$ cat src/rtl/nsa_pkg.sv
// Shared types and constants for the nibble-serial adder.
// Latency: none (declarations only).
// Backpressure: not applicable.
package nsa_pkg;

  // Width of one adder step; the datapath is built around a single 4-bit adder.
  localparam int NIB_W = 4;

  // Controller states.
  typedef enum logic [1:0] {
    IDLE = 2'd0,
    RUN  = 2'd1,
    DONE = 2'd2
  } state_t;

  // Ceiling log2, used to size the nibble index counter.
  function automatic int clog2(input int v);
    int r;
    r = 0;
    while ((1 << r) < v) r++;
    return r;
  endfunction

endpackage

$ cat src/rtl/nsa_nibble_add.sv
// Combinational 4-bit carry-chain adder step: a4 + b4 + ci -> {co, s4}.
// Latency: purely combinational, zero cycles.
// Backpressure: none; output follows inputs.
module nsa_nibble_add
  import nsa_pkg::*;
(
  input  logic [NIB_W-1:0] a4,
  input  logic [NIB_W-1:0] b4,
  input  logic             ci,
  output logic [NIB_W-1:0] s4,
  output logic             co
);

  // Widen to 5 bits so the nibble carry-out falls out of the add directly.
  assign {co, s4} = {1'b0, a4} + {1'b0, b4} + {{NIB_W{1'b0}}, ci};

endmodule

$ cat src/rtl/nibble_serial_adder.sv
// Multi-cycle WIDTH-bit adder reusing one 4-bit adder, LSB nibble first; optional subtract via NIBBLE_SERIAL_SUB_EN.
// Latency: done pulses WIDTH/4 edges after the accepting edge; busy high for WIDTH/4 cycles.
// Backpressure: start is only honoured in IDLE/DONE; requests during RUN are dropped, not queued.
module nibble_serial_adder
  import nsa_pkg::*;
#(
  parameter int WIDTH = 16
) (
  input  logic             clk,
  input  logic             rst_n,
  input  logic             start,
  input  logic [WIDTH-1:0] a,
  input  logic [WIDTH-1:0] b,
  input  logic             cin,
`ifdef NIBBLE_SERIAL_SUB_EN
  input  logic             sub,
`endif
  output logic             busy,
  output logic             done,
  output logic [WIDTH-1:0] sum,
  output logic             cout,
  output logic             ovf
);

  localparam int NIBS  = WIDTH / NIB_W;
  localparam int IDX_W = (clog2(NIBS) < 1) ? 1 : clog2(NIBS);
  localparam logic [IDX_W-1:0] LAST_IDX = IDX_W'(NIBS - 1);

  state_t           state;
  logic [IDX_W-1:0] idx;
  logic             carry;
  logic [WIDTH-1:0] a_reg;
  logic [WIDTH-1:0] b_reg;   // holds the effective B (already inverted for subtract)

  logic [WIDTH-1:0] b_in;
  logic             cin_in;
  logic [NIB_W-1:0] a4;
  logic [NIB_W-1:0] b4;
  logic [NIB_W-1:0] s4;
  logic             co;

  // Subtract is folded into the operand capture: a - b = a + ~b + 1.
`ifdef NIBBLE_SERIAL_SUB_EN
  assign b_in   = sub ? ~b : b;
  assign cin_in = sub | cin;
`else
  assign b_in   = b;
  assign cin_in = cin;
`endif

  // Select the operand nibbles addressed by the current step index.
  always_comb begin
    a4 = '0;
    b4 = '0;
    for (int i = 0; i < NIBS; i++) begin
      if (idx == IDX_W'(i)) begin
        a4 = a_reg[i*NIB_W +: NIB_W];
        b4 = b_reg[i*NIB_W +: NIB_W];
      end
    end
  end

  nsa_nibble_add u_nibble_add (
    .a4 (a4),
    .b4 (b4),
    .ci (carry),
    .s4 (s4),
    .co (co)
  );

  // Controller FSM with registered handshake outputs, operand/sum registers and carry chain state.
  always_ff @(posedge clk or negedge rst_n) begin
    if (!rst_n) begin
      state <= IDLE;
      busy  <= 1'b0;
      done  <= 1'b0;
      sum   <= '0;
      cout  <= 1'b0;
      ovf   <= 1'b0;
      idx   <= '0;
      carry <= 1'b0;
      a_reg <= '0;
      b_reg <= '0;
    end else begin
      case (state)
        IDLE, DONE: begin
          // done is a single-cycle pulse; drop it whether or not a new op starts.
          done <= 1'b0;
          if (start) begin
            state <= RUN;
            busy  <= 1'b1;
            a_reg <= a;
            b_reg <= b_in;
            carry <= cin_in;
            idx   <= '0;
            sum   <= '0;
            cout  <= 1'b0;
            ovf   <= 1'b0;
          end else begin
            state <= IDLE;
          end
        end
        RUN: begin
          for (int i = 0; i < NIBS; i++) begin
            if (idx == IDX_W'(i)) sum[i*NIB_W +: NIB_W] <= s4;
          end
          carry <= co;
          idx   <= idx + 1'b1;
          if (idx == LAST_IDX) begin
            state <= DONE;
            busy  <= 1'b0;
            done  <= 1'b1;
            cout  <= co;
            // Overflow: operands share a sign and the result sign differs from it.
            ovf   <= (a_reg[WIDTH-1] == b_reg[WIDTH-1]) && (s4[NIB_W-1] != a_reg[WIDTH-1]);
          end
        end
        default: begin
          state <= IDLE;
          busy  <= 1'b0;
          done  <= 1'b0;
        end
      endcase
    end
  end

endmodule

$ cat config.mk
export PLATFORM = sky130hd
export DESIGN_NAME = nibble_serial_adder
export DESIGN_NICKNAME = d
export VERILOG_FILES = /design/src/rtl/nsa_pkg.sv /design/src/rtl/nsa_nibble_add.sv /design/src/rtl/nibble_serial_adder.sv
export SDC_FILE = /design/constraint.sdc
export NUM_CORES = 1
export LEC_CHECK = 0
export CAP_MARGIN = 30
export CORE_MARGIN = 2
export CORE_UTILIZATION = 35
export DETAILED_ROUTE_END_ITERATION = 8
export RECOVER_POWER = 50
export SLEW_MARGIN = 20
export SYNTH_ARGS = -nofsm -noshare
export SYNTH_HDL_FRONTEND = slang
export SYNTH_HIERARCHICAL = 1
export SYNTH_SLANG_ARGS = --single-unit
$ cat constraint.sdc
create_clock -name clk -period 3.8 [get_ports clk]
set_clock_uncertainty 0.15 [all_clocks]
set_input_delay 0.38 -clock clk [delete_from_list [all_inputs] [get_ports clk]]
set_output_delay 0.38 -clock clk [all_outputs]
set_load 0.01 [all_outputs]
---- After elaboration in Yosys (flattened, before gate mapping) ----
Index checks and enable logic that the tools add are counted.
operators by class
  reduce and logical (&&, ||, !) cells .... 12
  equal/unequal tests ..................... 12
  muxes and demuxes ....................... 31
  $add $sub $neg .......................... 3
operators with widths
  cell                                            count
  2-to-1 mux 4 bit                                12
  case mux 16 bit (2 select lines)                1
  2-to-1 mux 16 bit                               1
  AND reduction 3 bit                             4
  != test 2 bit (second input constant)           5
  2-to-1 mux 1 bit                                9
  case mux 1 bit (2 select lines)                 4
  case mux 2 bit (2 select lines)                 2
  == test 2 bit (second input constant)           3
  AND reduction 2 bit                             3
  adder 4 x 4 -> 5 bit                            1
  adder 5 x 1 -> 5 bit                            1
  == test 2 x 1 -> 1 bit (second input constant)  2
  logical NOT 2 bit                               2
  2-to-1 mux 2 bit                                2
  adder 2 x 1 -> 2 bit (second input constant)    1
  nonzero test 2 bit                              1
  OR reduction 2 bit                              1
  == test 1 bit                                   1
  logical AND 1 bit                               1
  != test 1 bit                                   1
word-level totals
  output and inout port bits .............. 20
  bits in registers ....................... 57
  input bits .............................. 36

---- Depth between registers and ports, before layout ----
Gate-level depths: netlist of the first run.
  depth in word-level cells ............... 11
  gate-level depth with buffers ........... 14

---- Modules after synthesis ----
The synthesis of the first run kept the hierarchy.
by module, submodules not included
  module               area each (um^2)  times used  cells an instance
  nibble_serial_adder  2633.8            1           277
  nsa_nibble_add       143.9             1           16

---- Least setup slack after synthesis of the first run ----
Ideal clock, no wire load.
  path type ............................... flip-flop to flip-flop
  from .................................... register idx[0]
  to ...................................... register sum[10]
  path slack .............................. 0.814 ns
  period minus slack after synthesis ...... 2.986 ns
  required time ........................... 3.529 ns
  arrival ................................. 2.715 ns
  cell stages (with the launch flop) ...... 12
  buffers on the path ..................... 1
  path through ............................ dfrtp_1 ha_1 buf_2 nor2b_4 a221oi_1 o31ai_1 fa_1 inv_1 fa_1 xnor2_1 mux2_4 a22o_1
on the way
  word-level cells in the longest chain between the ends .. 9
  elaborated cells on any way between the ends .. 18
  those cells by class .................... add/sub: 2; eq/ne: 4; mux: 10; reduce/logical: 2
RTL lines
  element                               RTL line                    source
  start: declaration                    nibble_serial_adder.sv:30   logic [IDX_W-1:0] idx;
  start signal: assignment              nibble_serial_adder.sv:108  idx <= idx + 1'b1;
  logical NOT 2 bit                     nibble_serial_adder.sv:56   if (idx == IDX_W'(i)) begin
  2-to-1 mux 4 bit (3 in series)        nibble_serial_adder.sv:56
  2-to-1 mux 4 bit (*)                  nibble_serial_adder.sv:56
  via a4[0]                             nibble_serial_adder.sv:37   logic [NIB_W-1:0] a4;
  adder 4 x 4 -> 5 bit (*)              nsa_nibble_add.sv:15        assign {co, s4} = {1'b0, a4} + {1'b0, b4} + {{NIB_W{1'b0}}, ci};
  adder 5 x 1 -> 5 bit (*)              nsa_nibble_add.sv:15
  via s4[2]                             nibble_serial_adder.sv:39   logic [NIB_W-1:0] s4;
  2-to-1 mux 4 bit (*)                  nibble_serial_adder.sv:105  if (idx == IDX_W'(i)) sum[i*NIB_W +: NIB_W] <= s4;
  case mux 16 bit (2 select lines) (*)  nibble_serial_adder.sv:85   case (state)
  end signal: assignment                nibble_serial_adder.sv:77   sum <= '0;
  end signal: assignment                nibble_serial_adder.sv:96   sum <= '0;
  end signal: indexed assignment        nibble_serial_adder.sv:105
  end: declaration                      nibble_serial_adder.sv:20   output logic [WIDTH-1:0] sum,
The timed path passes the listed nets; every way through them passes the cells marked *. The select of a mux whose other input is x is not followed.
A chain may end at the register's enable or synchronous reset.

---- Worst setup path after layout of the first run ----
  from .................................... register idx[1]
  to ...................................... register ovf
on the way
  word-level cells in the longest chain between the ends .. 11
  elaborated cells on any way between the ends .. 20
  those cells by class .................... add/sub: 2; eq/ne: 5; mux: 10; reduce/logical: 3
RTL lines
  element                              RTL line                    source
  logical NOT 2 bit                    nibble_serial_adder.sv:56
  2-to-1 mux 4 bit (3 in series)       nibble_serial_adder.sv:56
  2-to-1 mux 4 bit (*)                 nibble_serial_adder.sv:56
  via a4[0]                            nibble_serial_adder.sv:37
  adder 4 x 4 -> 5 bit (*)             nsa_nibble_add.sv:15
  adder 5 x 1 -> 5 bit (*)             nsa_nibble_add.sv:15
  via s4[3]                            nibble_serial_adder.sv:39
  != test 1 bit (*)                    nibble_serial_adder.sv:115  ovf <= (a_reg[WIDTH-1] == b_reg[WIDTH-1]) && (s4[NIB_W-1] != a_reg[WIDTH-1]);
  logical AND 1 bit (*)                nibble_serial_adder.sv:115
  2-to-1 mux 1 bit (*)                 nibble_serial_adder.sv:109  if (idx == LAST_IDX) begin
  case mux 1 bit (2 select lines) (*)  nibble_serial_adder.sv:85
  end signal: assignment               nibble_serial_adder.sv:115
  end: declaration                     nibble_serial_adder.sv:22   output logic ovf
Marks and branches as above.

==> flow_summary.ini, run 1 <==
[drt]
vias = 2160
ant_nets = 0
drc = 0
wl_per_cell_um = 13.50
drt_pass1_iterations = 4
wl_mm = 6.008
avgViaCountPerCell = 4.854
first_iter_violations = 84

[die]
fp-row-count = 32
coreArea_um2 = 7727
die_w_um = 93.09
dieArea_um2 = 8665
initial_core_util = 0.3595
die_height_um = 93.09
io_pins = 56

[layout]
layout.nets = 387
final_layout_size_suffix_gt1_frac = 0.08163
diodes = 0
fin_area_um2 = 3516
postLayoutCoreUtil = 0.4550
area_growth_pct = 26.58

[pwr]
power_per_cell_area_nw_per_um2 = 914.1
ir_drop_v = 0.0003747
leakage_nw = 1.680

[cts]
tritoncts = yes
post_cts_buffers = 0
clock-root-buffer = clkbuf_8
cts_max_level = 2
cts_buffers = 5
cts_buffer_depth = 2
clock_latency_ns = 0.32
clock_sinks = 56
clk_pin_slew_ns = 0.10

[grt]
gr-total-overflow = 0
antenna_found_initial = 0
grt_pass1_vias = 2117
grt_usage = 0.1471
grt_max_degree = 34
grt_pass1_wl_mm = 10.01

[status]
violations = max-capacitance violations, max-slew violations
status = complete, but fails checks

[run]
cap_violations = 1

[sta]
hold_violations = 0
worst_pin_slew_ns = 1.699
rsz0062_at_grt = false
period_needed_ns = 3.320
setup_viol = 0
fmax_ghz = 0.3012
fin_setup_tns_ns = 0
maxSlewViolCount = 32
period_share = 0.8736
slew_headroom = -0.1326

[setup_path]
endpoint_kind = flip-flop
rrSetupSlack_ns = 0.48
startpoint_type = flip-flop
worstPathRequired_ns = 3.84
cp.arrival_ns = 3.36
path_class = reg -> reg
worstPathMaxFanout = 11

[worst_hold_path]
hp-class = reg -> reg

[yosys]
seq_area_frac_synth = 0.5045
yosysUniqueCellTypes = 30
synth_nets = 338
syn_area_um2 = 2778
syn_area_per_cell_um2 = 9.480
ys_seq_elements = 56
syn_inst = 293
yosysWarnings = 6

[placed_design]
dpl_cell_area_um2 = 3387
portBuffers = 55
hpwl_mm = 4.452
gp_congestion = 0.7422
==> cells by family (layout without fill, tap and decap cells) <==
| group | Yosys count | after routing | synth area share |
|---|---|---|---|
| buffers and inverters | 31 | 81 | 0.05090 |
| flip-flops | 56 | 56 | 0.5045 |
| AND/OR/NAND/NOR | 134 | 134 | 0.2135 |
| XOR/XNOR | 3 | 3 | 0.009461 |
| multiplexers | 13 | 13 | 0.05360 |
| AO/OA/AOI/OAI | 47 | 47 | 0.1221 |
| adder cells (fa/ha/maj) | 9 | 9 | 0.04595 |
==> layout make-up <==
type,count,area (µm²)
fillers,762,4212
flip-flops and latches,56,1401
multi-input cells,206,1237
repair buffers,59,570.5
well taps,102,127.6
clock buffers,7,96.34
inverters,14,52.55
clock inverters,1,30.03
==> cells in the final DEF (no fill, tap or decap), drive strengths merged <==
| master | netlist | routed |
|---|---|---|
| nand2 | 104 | 104 |
| dfrtp | 56 | 56 |
| clkdlybuf4s50 | 0 | 49 |
| inv | 14 | 14 |
| a22o | 13 | 13 |
| o21ai | 12 | 12 |
| mux2 | 12 | 12 |
| nor2b | 11 | 11 |
| clkbuf | 5 | 10 |
| o31ai | 8 | 8 |
| a221oi | 7 | 7 |
| nand3 | 7 | 7 |
| ha | 7 | 7 |
| dlygate4sd3 | 0 | 6 |
| nand2b | 6 | 6 |
| a21oi | 5 | 5 |
| nor2 | 4 | 4 |
| xnor2 | 3 | 3 |
| fa | 2 | 2 |
| nand3b | 1 | 1 |
| mux2i | 1 | 1 |
| a211oi | 1 | 1 |
| and3b | 1 | 1 |
| bufinv | 0 | 1 |
| buf | 12 | 1 |
| a21o | 1 | 1 |
==> worst max-delay path, stage by stage (launching register included) <==
cell and delay (ns):
dfrtp_1 0.43, inv_1 0.10, ha_1 0.47, nor2b_4 0.12, a221oi_1 0.29, o31ai_1 0.16, fa_1 0.47, a21o_1 0.18
a21oi_2 0.15, xnor2_1 0.27, and3b_1 0.23, a21oi_1 0.10, o21ai_0 0.08
==> stage by stage <==
step                      power, mW  hold slack (ns)  setup slack [ns]  cells
final                         3.214           0.3361            0.4805    445
after global routing          3.507           0.3603            0.2527    445
after CTS                     3.261           0.3417            0.4640    445
after detailed placement      2.826           0.3160            0.4773    436
after global placement        2.781           0.3107            0.6499    436
after floorplan               2.302         -0.06559            0.8139    293
==> metal layers <==
layer / vias to the layer above / share of wire / global-route usage / wire, µm
met2: 55 / 0.46 / 0.2343 / 2787
met3: 10 / 0.052 / 0.03223 / 313
met4: 0 / 0.017 / 0.05760 / 100
li1: 1069 / - / - / -
met1: 1026 / 0.47 / 0.1959 / 2806
met5: - / 0 / 0 / 0
==> final timing paths <==
| kind | startpoint | end | cells past startpoint |
|---|---|---|---|
| worst max-delay path | idx[1]$_DFFE_PN0P_ | ovf$_DFFE_PN0P_ | 12 |
| worst min-delay path | a_reg[10]$_DFFE_PN0P_ | a_reg[10]$_DFFE_PN0P_ | 2 |
| worst max register to register | idx[1]$_DFFE_PN0P_ | ovf$_DFFE_PN0P_ | 12 |
| worst min register to register | a_reg[10]$_DFFE_PN0P_ | a_reg[10]$_DFFE_PN0P_ | 2 |
| max in group asynchronous | rst_n | a_reg[7]$_DFFE_PN0P_ | 3 |
| min in group asynchronous | rst_n | sum[9]$_DFFE_PN0P_ | 2 |
==> cell usage after synthesis <==
| cell type | number | area (µm²) |
|---|---|---|
| a211oi_1 | 1 | 7.510 |
| a21o_1 | 1 | 7.510 |
| a21oi_1 | 4 | 20.02 |
| a21oi_2 | 1 | 8.760 |
| a221oi_1 | 7 | 61.31 |
| a22o_1 | 13 | 113.9 |
| and3b_1 | 1 | 8.760 |
| buf_2 | 10 | 50.05 |
| buf_4 | 1 | 7.510 |
| buf_6 | 1 | 11.26 |
| clkbuf_1 | 4 | 15.01 |
| clkbuf_2 | 1 | 5.000 |
| dfrtp_1 | 56 | 1401 |
| fa_1 | 2 | 40.04 |
| ha_1 | 7 | 87.58 |
| inv_1 | 14 | 52.55 |
| mux2_2 | 11 | 123.9 |
| mux2_4 | 1 | 15.01 |
| mux2i_1 | 1 | 10.01 |
| nand2_1 | 104 | 390.4 |
| nand2b_1 | 3 | 18.77 |
| nand2b_4 | 3 | 41.29 |
| nand3_1 | 7 | 35.03 |
| nand3b_1 | 1 | 7.510 |
| nor2_1 | 4 | 15.01 |
| nor2b_1 | 10 | 62.56 |
| nor2b_4 | 1 | 13.76 |
| o21ai_0 | 12 | 60.06 |
| o31ai_1 | 8 | 60.06 |
| xnor2_1 | 3 | 26.28 |
==> report_power, final <==
group          internal, mW  switching (mW)
Combinational         0.823           0.906
Clock                 0.233           0.193
Sequential            0.851           0.208
==> timing repair <==
item,4_1_cts,5_1_grt
hold buffers,1,0
hold endpoints to repair,30,0
resized for setup,0,0
No activity file was read; power rests on OpenSTA's default activity.
==> run 2, diff against run 1 <==
--- a/config.mk
+++ b/config.mk
@@ -9,6 +9,7 @@
 export CORE_MARGIN = 2
 export CORE_UTILIZATION = 35
 export DETAILED_ROUTE_END_ITERATION = 8
+export DONT_BUFFER_PORTS = 1
 export RECOVER_POWER = 50
 export SLEW_MARGIN = 20
 export SYNTH_ARGS = -nofsm -noshare
==> flow_summary.ini, run 2 (synthesis gave the netlist of run 1 again) <==
[cts]
cts_buffer_depth = 2
clk_pin_slew_ns = 0.10
clock-root-buffer = clkbuf_8
cts_max_level = 2
cts_hold_buf = 3
cts_buffers = 5
clock_sinks = 56
clock_latency_ns = 0.31
cts_resized = 0
tritoncts = yes
post_cts_buffers = 0

[setup_path]
worstPathRequired_ns = 3.86
cp.arrival_ns = 3.41
path_class = reg -> reg
endpoint_kind = flip-flop
worstPathMaxFanout = 17
startpoint_type = flip-flop

[layout]
postLayoutCoreUtil = 0.3831
final_common_cell = nand2_1
n_fill_cell = 802
area_growth_pct = 6.577
layout.nets = 333
final_layout_size_suffix_gt1_frac = 0.09343
fin_area_um2 = 2960
mostFrequentLayoutCells = nand2_1, dfrtp_1, inv_1, a22o_1, o21ai_0
diodes = 0

[sta]
hold_violations = 0
period_share = 0.8835
period_needed_ns = 3.357
slew_headroom = -0.6644
worst_pin_slew_ns = 2.497
fmax_ghz = 0.2979
maxSlewViolCount = 57
fin_setup_tns_ns = 0
holdWs_ns = 0.01613
rsz0062_at_grt = false
setup_viol = 0

[die]
io_pins = 56
dieArea_um2 = 8665
initial_core_util = 0.3595
coreArea_um2 = 7727
die_height_um = 93.09
fp-row-count = 32
die_w_um = 93.09

[placed_design]
dpl_cell_area_um2 = 2834
gp_congestion = 0.7517
portBuffers = 0
hpwl_mm = 4.359

[pwr]
ir_drop_v = 0.0003757
leakage_nw = 1.458
power_per_cell_area_nw_per_um2 = 1011

[grt]
gr-total-overflow = 0
antenna_found_initial = 0
grt_pass1_wl_mm = 10.36
grt_pass1_vias = 2033
grt_max_degree = 57
grt_usage = 0.1504

[drt]
ant_nets = 0
wl_per_cell_um = 15.69
drc = 0
drt_pass1_iterations = 4
vias = 1962
avgViaCountPerCell = 5.018
wl_mm = 6.135
first_iter_violations = 114

[run]
cap_violations = 1

[status]
status = complete, but fails checks
violations = max-capacitance violations, max-slew violations

[worst_hold_path]
hp-class = in -> reg
run 2: changes by cell type in the layout (fill, tap and decap cells not counted):
cell | before | now
clkinvlp_4 | 0 | 1
clkbuf_1 | 2 | 1
clkbuf_8 | 7 | 6
dlymetal6s4s_1 | 0 | 1
buf_4 | 1 | 2
bufinv_16 | 1 | 0
clkbuf_2 | 1 | 0
dlygate4sd3_1 | 6 | 2
clkdlybuf4s50_1 | 49 | 0
run 2: per-stage QoR:
step | setup slack (ns) | total power, mW | std cells
2_1_floorplan | 0.8139 | 2.302 | 293
6_report | 0.4427 | 2.994 | 391
3_3_place_gp | 0.6447 | 2.622 | 380
5_1_grt | 0.1542 | 3.286 | 391
4_1_cts | 0.4314 | 3.033 | 391
3_5_place_dp | 0.4621 | 2.671 | 380
run 2: path summary, 6_finish.rpt:
path,slack [ns],to,startpoint,cells past startpoint
min in group asynchronous,1.34,sum[10]$_DFFE_PN0P_,rst_n,2
worst max-delay path,0.44,sum[10]$_DFFE_PN0P_,idx[0]$_DFFE_PN0P_,10
worst min-delay path,0.02,a_reg[3]$_DFFE_PN0P_,a[3],2
worst min register to register,0.34,b_reg[11]$_DFFE_PN0P_,b_reg[11]$_DFFE_PN0P_,2
worst max register to register,0.44,sum[10]$_DFFE_PN0P_,idx[0]$_DFFE_PN0P_,10
max in group asynchronous,0.72,sum[6]$_DFFE_PN0P_,rst_n,2
run 2: final cells by class:
| cell class | count | area, µm² | area share |
|---|---|---|---|
| clock buffers | 7 | 86.33 | 0.02916 |
| clock inverters | 1 | 7.507 | 0.002536 |
| inverters | 14 | 52.55 | 0.01775 |
| multi-input cells | 206 | 1237 | 0.4180 |
| flip-flops and latches | 56 | 1401 | 0.4734 |
| well taps | 102 | 127.6 | 0.04311 |
| repair buffers | 5 | 47.55 | 0.01606 |
run 2: where the power goes:
part	switching, mW	internal, mW
Sequential	0.250	0.851
Combinational	0.848	0.706
Clock	0.190	0.149
Total	1.29	1.71
run 2: critical path: stages (launching register included):
cell	delay, ns
dfrtp_1	0.43
inv_1	0.12
ha_1	0.56
a221oi_1	0.13
o31ai_1	0.40
fa_1	0.27
inv_1	0.06
fa_1	0.39
xnor2_1	0.20
mux2_4	0.29
a22o_1	0.24
run 2: routing by layer:
metal  track usage  part of all wire  up-vias
met2        0.2409              0.46       52
met5             0                 0        -
met4       0.02941            0.0059        0
met1        0.2112              0.48      952
met3       0.03384             0.055        5
li1              -                 -      953
